**src/rtl/regfile_mp.sv**
```systemverilog
// -----------------------------------------------------------------------------
// regfile_mp
//
// Multi-port register file:
//   - one write port
//   - two independent registered read ports (A and B)
//   - read-only constants at the bottom of the index space
//   - a sequenced wipe engine that zeroes every writable register
//   - a combinational debug tap on one register
//
// Build option:
//   REGFILE_BYPASS_EN  When defined, a read of index i in the same cycle as an
//                      accepted write of i returns the write data
//                      (write-first). When undefined, that read returns the
//                      old stored value (read-first).
//
// Parameters:
//   WIDTH    data word width
//   AW       register select width (DEPTH = 2**AW)
//   NCONST   number of constant registers at indices 0..NCONST-1 (0..4)
//   DBG_SEL  register index driven onto dbg
//
// Ports:
//   clk                    clock, rising edge
//   clear                  asynchronous active-low reset
//   wr_en, wr_sel, wr_data write strobe, index and data
//   rd_en_a, rd_sel_a      port A read strobe and index
//   rd_data_a, rd_valid_a  port A registered data and one-cycle valid
//   rd_en_b, rd_sel_b      port B read strobe and index
//   rd_data_b, rd_valid_b  port B registered data and one-cycle valid
//   wipe_req               start a wipe of all writable registers
//   busy                   high while a wipe is in progress
//   dbg                    combinational copy of register DBG_SEL
// -----------------------------------------------------------------------------
module regfile_mp #(
  parameter int WIDTH   = 16,
  parameter int AW      = 6,
  parameter int NCONST  = 4,
  parameter int DBG_SEL = 8
) (
  input  logic             clk,
  input  logic             clear,
  input  logic             wr_en,
  input  logic [AW-1:0]    wr_sel,
  input  logic [WIDTH-1:0] wr_data,
  input  logic             rd_en_a,
  input  logic [AW-1:0]    rd_sel_a,
  output logic [WIDTH-1:0] rd_data_a,
  output logic             rd_valid_a,
  input  logic             rd_en_b,
  input  logic [AW-1:0]    rd_sel_b,
  output logic [WIDTH-1:0] rd_data_b,
  output logic             rd_valid_b,
  input  logic             wipe_req,
  output logic             busy,
  output logic [WIDTH-1:0] dbg
);

  localparam int DEPTH = 2 ** AW;

  // First writable index; the wipe counter also starts here.
  localparam logic [AW-1:0] FIRST_RW = AW'(NCONST);
  localparam logic [AW-1:0] LAST_IDX = AW'(DEPTH - 1);
  localparam logic [AW-1:0] DBG_IDX  = AW'(DBG_SEL);

  typedef enum logic {
    IDLE,
    WIPE
  } state_t;

  state_t           state;
  state_t           state_next;
  logic [AW-1:0]    wipe_cnt;
  logic [WIDTH-1:0] regs [DEPTH];

  logic idle;
  logic wr_accept;
  logic fwd_a;
  logic fwd_b;

  // Reset contents: the constant pattern for the low indices, zero elsewhere.
  function automatic logic [WIDTH-1:0] reset_value(input int idx);
    logic [WIDTH-1:0] v;
    v = '0;
    if (idx < NCONST) begin
      case (idx)
        1:       v = WIDTH'(1);
        2:       v = {1'b1, {(WIDTH-1){1'b0}}};
        3:       v = '1;
        default: v = '0;
      endcase
    end
    return v;
  endfunction

  // Writes are accepted only when idle, and never to a constant index.
  always_comb begin
    idle      = (state == IDLE);
    wr_accept = idle && wr_en && (wr_sel >= FIRST_RW);
  end

  // Same-cycle forwarding. Only accepted writes can forward, so constant
  // indices never see forwarded data.
`ifdef REGFILE_BYPASS_EN
  assign fwd_a = wr_accept && (wr_sel == rd_sel_a);
  assign fwd_b = wr_accept && (wr_sel == rd_sel_b);
`else
  assign fwd_a = 1'b0;
  assign fwd_b = 1'b0;
`endif

  // ---------------------------------------------------------------------------
  // Wipe FSM
  // ---------------------------------------------------------------------------
  always_ff @(posedge clk or negedge clear) begin
    if (!clear) begin
      state <= IDLE;
    end else begin
      state <= state_next;
    end
  end

  // The final wipe cycle is the one that clears the top index.
  always_comb begin
    state_next = state;
    busy       = 1'b0;
    case (state)
      IDLE: begin
        if (wipe_req) begin
          state_next = WIPE;
        end
      end
      WIPE: begin
        busy = 1'b1;
        if (wipe_cnt == LAST_IDX) begin
          state_next = IDLE;
        end
      end
      default: state_next = IDLE;
    endcase
  end

  // The wipe counter is reloaded on each accepted request. Because it is a
  // full-width counter, stepping past LAST_IDX wraps to zero, but the FSM
  // has already returned to IDLE by then.
  always_ff @(posedge clk or negedge clear) begin
    if (!clear) begin
      wipe_cnt <= FIRST_RW;
    end else if (idle && wipe_req) begin
      wipe_cnt <= FIRST_RW;
    end else if (state == WIPE) begin
      wipe_cnt <= wipe_cnt + AW'(1);
    end
  end

  // ---------------------------------------------------------------------------
  // Storage
  // ---------------------------------------------------------------------------
  // Constants are written only by reset. A write accepted alongside a wipe
  // request still lands, because the FSM is still IDLE in that cycle.
  always_ff @(posedge clk or negedge clear) begin
    if (!clear) begin
      for (int i = 0; i < DEPTH; i++) begin
        regs[i] <= reset_value(i);
      end
    end else if (state == WIPE) begin
      regs[wipe_cnt] <= '0;
    end else if (wr_accept) begin
      regs[wr_sel] <= wr_data;
    end
  end

  assign dbg = regs[DBG_IDX];

  // ---------------------------------------------------------------------------
  // Read ports: each captures on its own strobe while idle. Otherwise the
  // data holds and valid drops.
  // ---------------------------------------------------------------------------
  always_ff @(posedge clk or negedge clear) begin
    if (!clear) begin
      rd_data_a  <= '0;
      rd_valid_a <= 1'b0;
    end else if (idle && rd_en_a) begin
      rd_data_a  <= fwd_a ? wr_data : regs[rd_sel_a];
      rd_valid_a <= 1'b1;
    end else begin
      rd_valid_a <= 1'b0;
    end
  end

  always_ff @(posedge clk or negedge clear) begin
    if (!clear) begin
      rd_data_b  <= '0;
      rd_valid_b <= 1'b0;
    end else if (idle && rd_en_b) begin
      rd_data_b  <= fwd_b ? wr_data : regs[rd_sel_b];
      rd_valid_b <= 1'b1;
    end else begin
      rd_valid_b <= 1'b0;
    end
  end

endmodule

```
**config.mk**
```make
export PLATFORM = sky130hd
export DESIGN_NAME = regfile_mp
export DESIGN_NICKNAME = d
export VERILOG_FILES = /design/src/rtl/regfile_mp.sv
export SDC_FILE = /design/constraint.sdc
export NUM_CORES = 2
export LEC_CHECK = 0
export BUFFER_PORTS_ARGS = -buffer_cell sky130_fd_sc_hd__buf_2
export CELL_PAD_IN_SITES_DETAIL_PLACEMENT = 0
export CELL_PAD_IN_SITES_GLOBAL_PLACEMENT = 1
export CORE_UTILIZATION = 35
export DETAILED_ROUTE_END_ITERATION = 8
export HOLD_SLACK_MARGIN = 0.12
export PLACE_DENSITY_LB_ADDON = 0.1
export REMOVE_ABC_BUFFERS = 1
export SLEW_MARGIN = 30
export SYNTH_ARGS = -nofsm -noshare
export SYNTH_HDL_FRONTEND = slang
export SYNTH_SLANG_ARGS = --single-unit
```
**constraint.sdc**
```tcl
create_clock -name clk -period 5.2 [get_ports clk]
set_input_delay 0.26 -clock clk [delete_from_list [all_inputs] [get_ports clk]]
set_output_delay 0.26 -clock clk [all_outputs]
set_load 0.005 [all_outputs]
```
==> run_results.csv <==
group,metric,value,unit
timing,finalHoldViolations,0,
die,coreArea,153000,um^2
critical_path,cpPeakStageDelay,0.82,ns
critical_path,reg2reg_slack,1.56,ns
critical_path,critPathBufInv,1,
grt,grtUsageTotal,29.8,%
drt,dr.pass1.iters,7,
yosys,synth_edf_count,0,
pwr,power,22800,uW
grt,grt_pass1_wl,332,mm
clock_tree,cts_htree_levels,4,
yosys,ys_ff_latch,1065,
timing,fin_ws,1.56,ns
yosys,ys.flop_type,"dfrtp_1",
min_path,min_path_type,"in -> async",
layout,design_area,61800,um^2
yosys,yosys_warnings,0,
clock_tree,tritoncts,"yes",
layout,layout_commonest_cell,"dfrtp_1",
timing,report.final.slew_viol_count,0,
grt,grt_start_max_net_pins,127,
clock_tree,cts_buffer_depth,3,
critical_path,cp-end-kind,"register",
drt,routed_wl,234,mm
critical_path,crit_end,"rd_data_a[7]",
layout,final_core_util,40.5,%
yosys,synth.cell_area,54100,um^2
clock_tree,cts_root_buf,"clkbuf_16",
drt,first_iter_violations,4645,
critical_path,critPathTopFamily,"simple AND/OR/NAND/NOR gates",
pwr,worst_ir_drop_vdd,0.356,mV
drt,route.detailed.wl_per_inst,38.5,um
placed_design,pre_cts_ws,1.55,ns
critical_path,slowest_stage,"a211oi_1",
critical_path,ff2ff_path_depth,6,
layout,mostFrequentLayoutCells,"1046 x dfrtp_1, 960 x a22o_1, 384 x mux4_2, 289 x mux2i_1, 192 x a22oi_1",
timing,finalSetupViolCount,0,
timing,relSlewSlack,28.7,%
placed_design,portBuffers,90,
placed_design,post_dp_cell_area,57200,um^2
clock_tree,clock-sinks,1065,
timing,fin_worst_skew,0.0298,ns
grt,antenna_found_initial,14,
timing,finalCriticalPeriod,3.64,ns
die,io_pins,91,
critical_path,crit_type,"reg -> reg",
yosys,syn_avg_cell_area,13.6,um^2
drt,antenna_left,0,
die,rows,143,
clock_tree,clk_latency,0.78,ns
die,die_h,395,um
placed_design,finalWeightedCongestion,0.898,
yosys,synth-seq-area-share,49.3,%
timing,fmax,274,MHz
timing,tightest_slew,1.07,ns
drt,num_vias,40386,
critical_path,start_kind,"register",
critical_path,cp.required,5.92,ns
layout,area_growth_syn_to_layout,14.2,%
grt,grt_pass1_vias,39983,
timing,rsz0062_at_grt,"no",
timing,min_period_over_period,70.1,%
clock_tree,cts_buffers,131,
pwr,leakagePower,0.0273,uW
grt,grt_overflow_total,0,
yosys,async_flop_share,100,%
critical_path,reg2reg_from,"state",
placed_design,dp_hpwl,146,mm
die,die_w,395,um
pwr,power_density,370,nW/um^2
critical_path,timing.rr.end,"rd_data_a[7]",
layout,nets,3985,
critical_path,cp_num_cells,6,
layout,drive_above_1_share,25.3,%
drt,drc_errors,0,
die,initial_utilization,35.4,%
die,dieArea,156000,um^2
critical_path,crit_fanout,18,
critical_path,critPathLaunch,"state",
critical_path,crit_arrival,4.36,ns
job,cap_violations,0,
drt,drt-vias-per-instance,6.64,
timing,tns,0,ns
clock_tree,clk_pin_slew_worst_paths,0.06,ns
critical_path,crit_path_cell_trace,"nand2b_2 -> inv_1 -> nand2_1 -> or3_1 -> a211oi_1 -> a221o_1",
outcome,outcome,"completed",
yosys,yosysUniqueCellTypes,44,
yosys,netlist_instances,3972,
## through the flow
stage                     hold slack, ns  std cells
after global routing               0.167       6077
after CTS                          0.127       6075
after global placement             0.356       5823
after detailed placement           0.336       5826
after floorplan                  -0.0356       3503
final                              0.126       6083
## cell type report
cell class              count  area (um^2)
diodes                      6         15.0
fillers                 14303        91000
inverters                   4         15.0
flip-flops and latches   1065        26700
multi-input cells        2434        25600
well taps                2030         2540
repair buffers            308         2560
clock buffers             191         3890
clock inverters            45          474
## what timing repair did
action | CTS | global route
resized for setup | 0 | 0
hold buffers | 13 | 1
endpoints found under the setup margin | 0 | 0
setup buffers | 0 | 0
hold endpoints to repair | 278 | 22
## how the worst min path moves through the flow
stage / slack [ns] / endpoint
final: 0.13 / regs[506]
after global routing: 0.17 / regs[506]
after CTS: 0.13 / regs[416]
after detailed placement: 0.34 / regs[416]
after global placement: 0.36 / regs[416]
after floorplan: -0.04 / dbg[0]
## registers in the layout, summed over array words and instances, names as in the netlist
register	count
wipe_cnt	6
rd_data_a	16
dbg	16
rd_data_b	16
state	1
rd_valid_b	1
regs	1008
rd_valid_a	1
## cells in the mapped netlist (33+ instances only)
library cell	n	area share (%)
a211oi_1	60	0.83
a21oi_2	33	0.53
a22o_1	960	16
a22oi_1	192	2.7
and2_1	96	1.1
buf_2	118	1.1
clkbuf_1	281	1.9
dfrtp_1	1046	48
mux2i_1	290	5.4
mux4_2	384	16
nand3_1	69	0.64
nor2_1	61	0.42
o22ai_1	64	0.74
or3_1	33	0.38
## power breakdown
part           total (uW)  switching (uW)  leakage, uW  internal [uW]
registers            9820             846       0.0147           8970
logic                3590            2140       0.0104           1450
clock network        9430            3880      0.00217           5550
## per-layer routing
| layer | GRT usage (%) | share of wire (%) |
|---|---|---|
| met5 | 0 | 0.038 |
| met1 | 44.1 | 45 |
| met2 | 42.4 | 43 |
| met4 | 7.39 | 2.5 |
| met3 | 8.75 | 9.7 |
## logic make-up (layout without fill, tap and decap cells)
kind of cell	after synthesis	after routing	synth area share [%]
compound gates	1374	1374	21.2
xor+xnor	2	2	0.0324
fa+ha+maj	1	1	0.0231
buf+inv	473	548	4.01
flops	1065	1065	49.3
mux	676	676	21.4
other cells	0	6	0
simple gates	381	381	4.06
No activity file was read; power rests on OpenSTA's default activity.
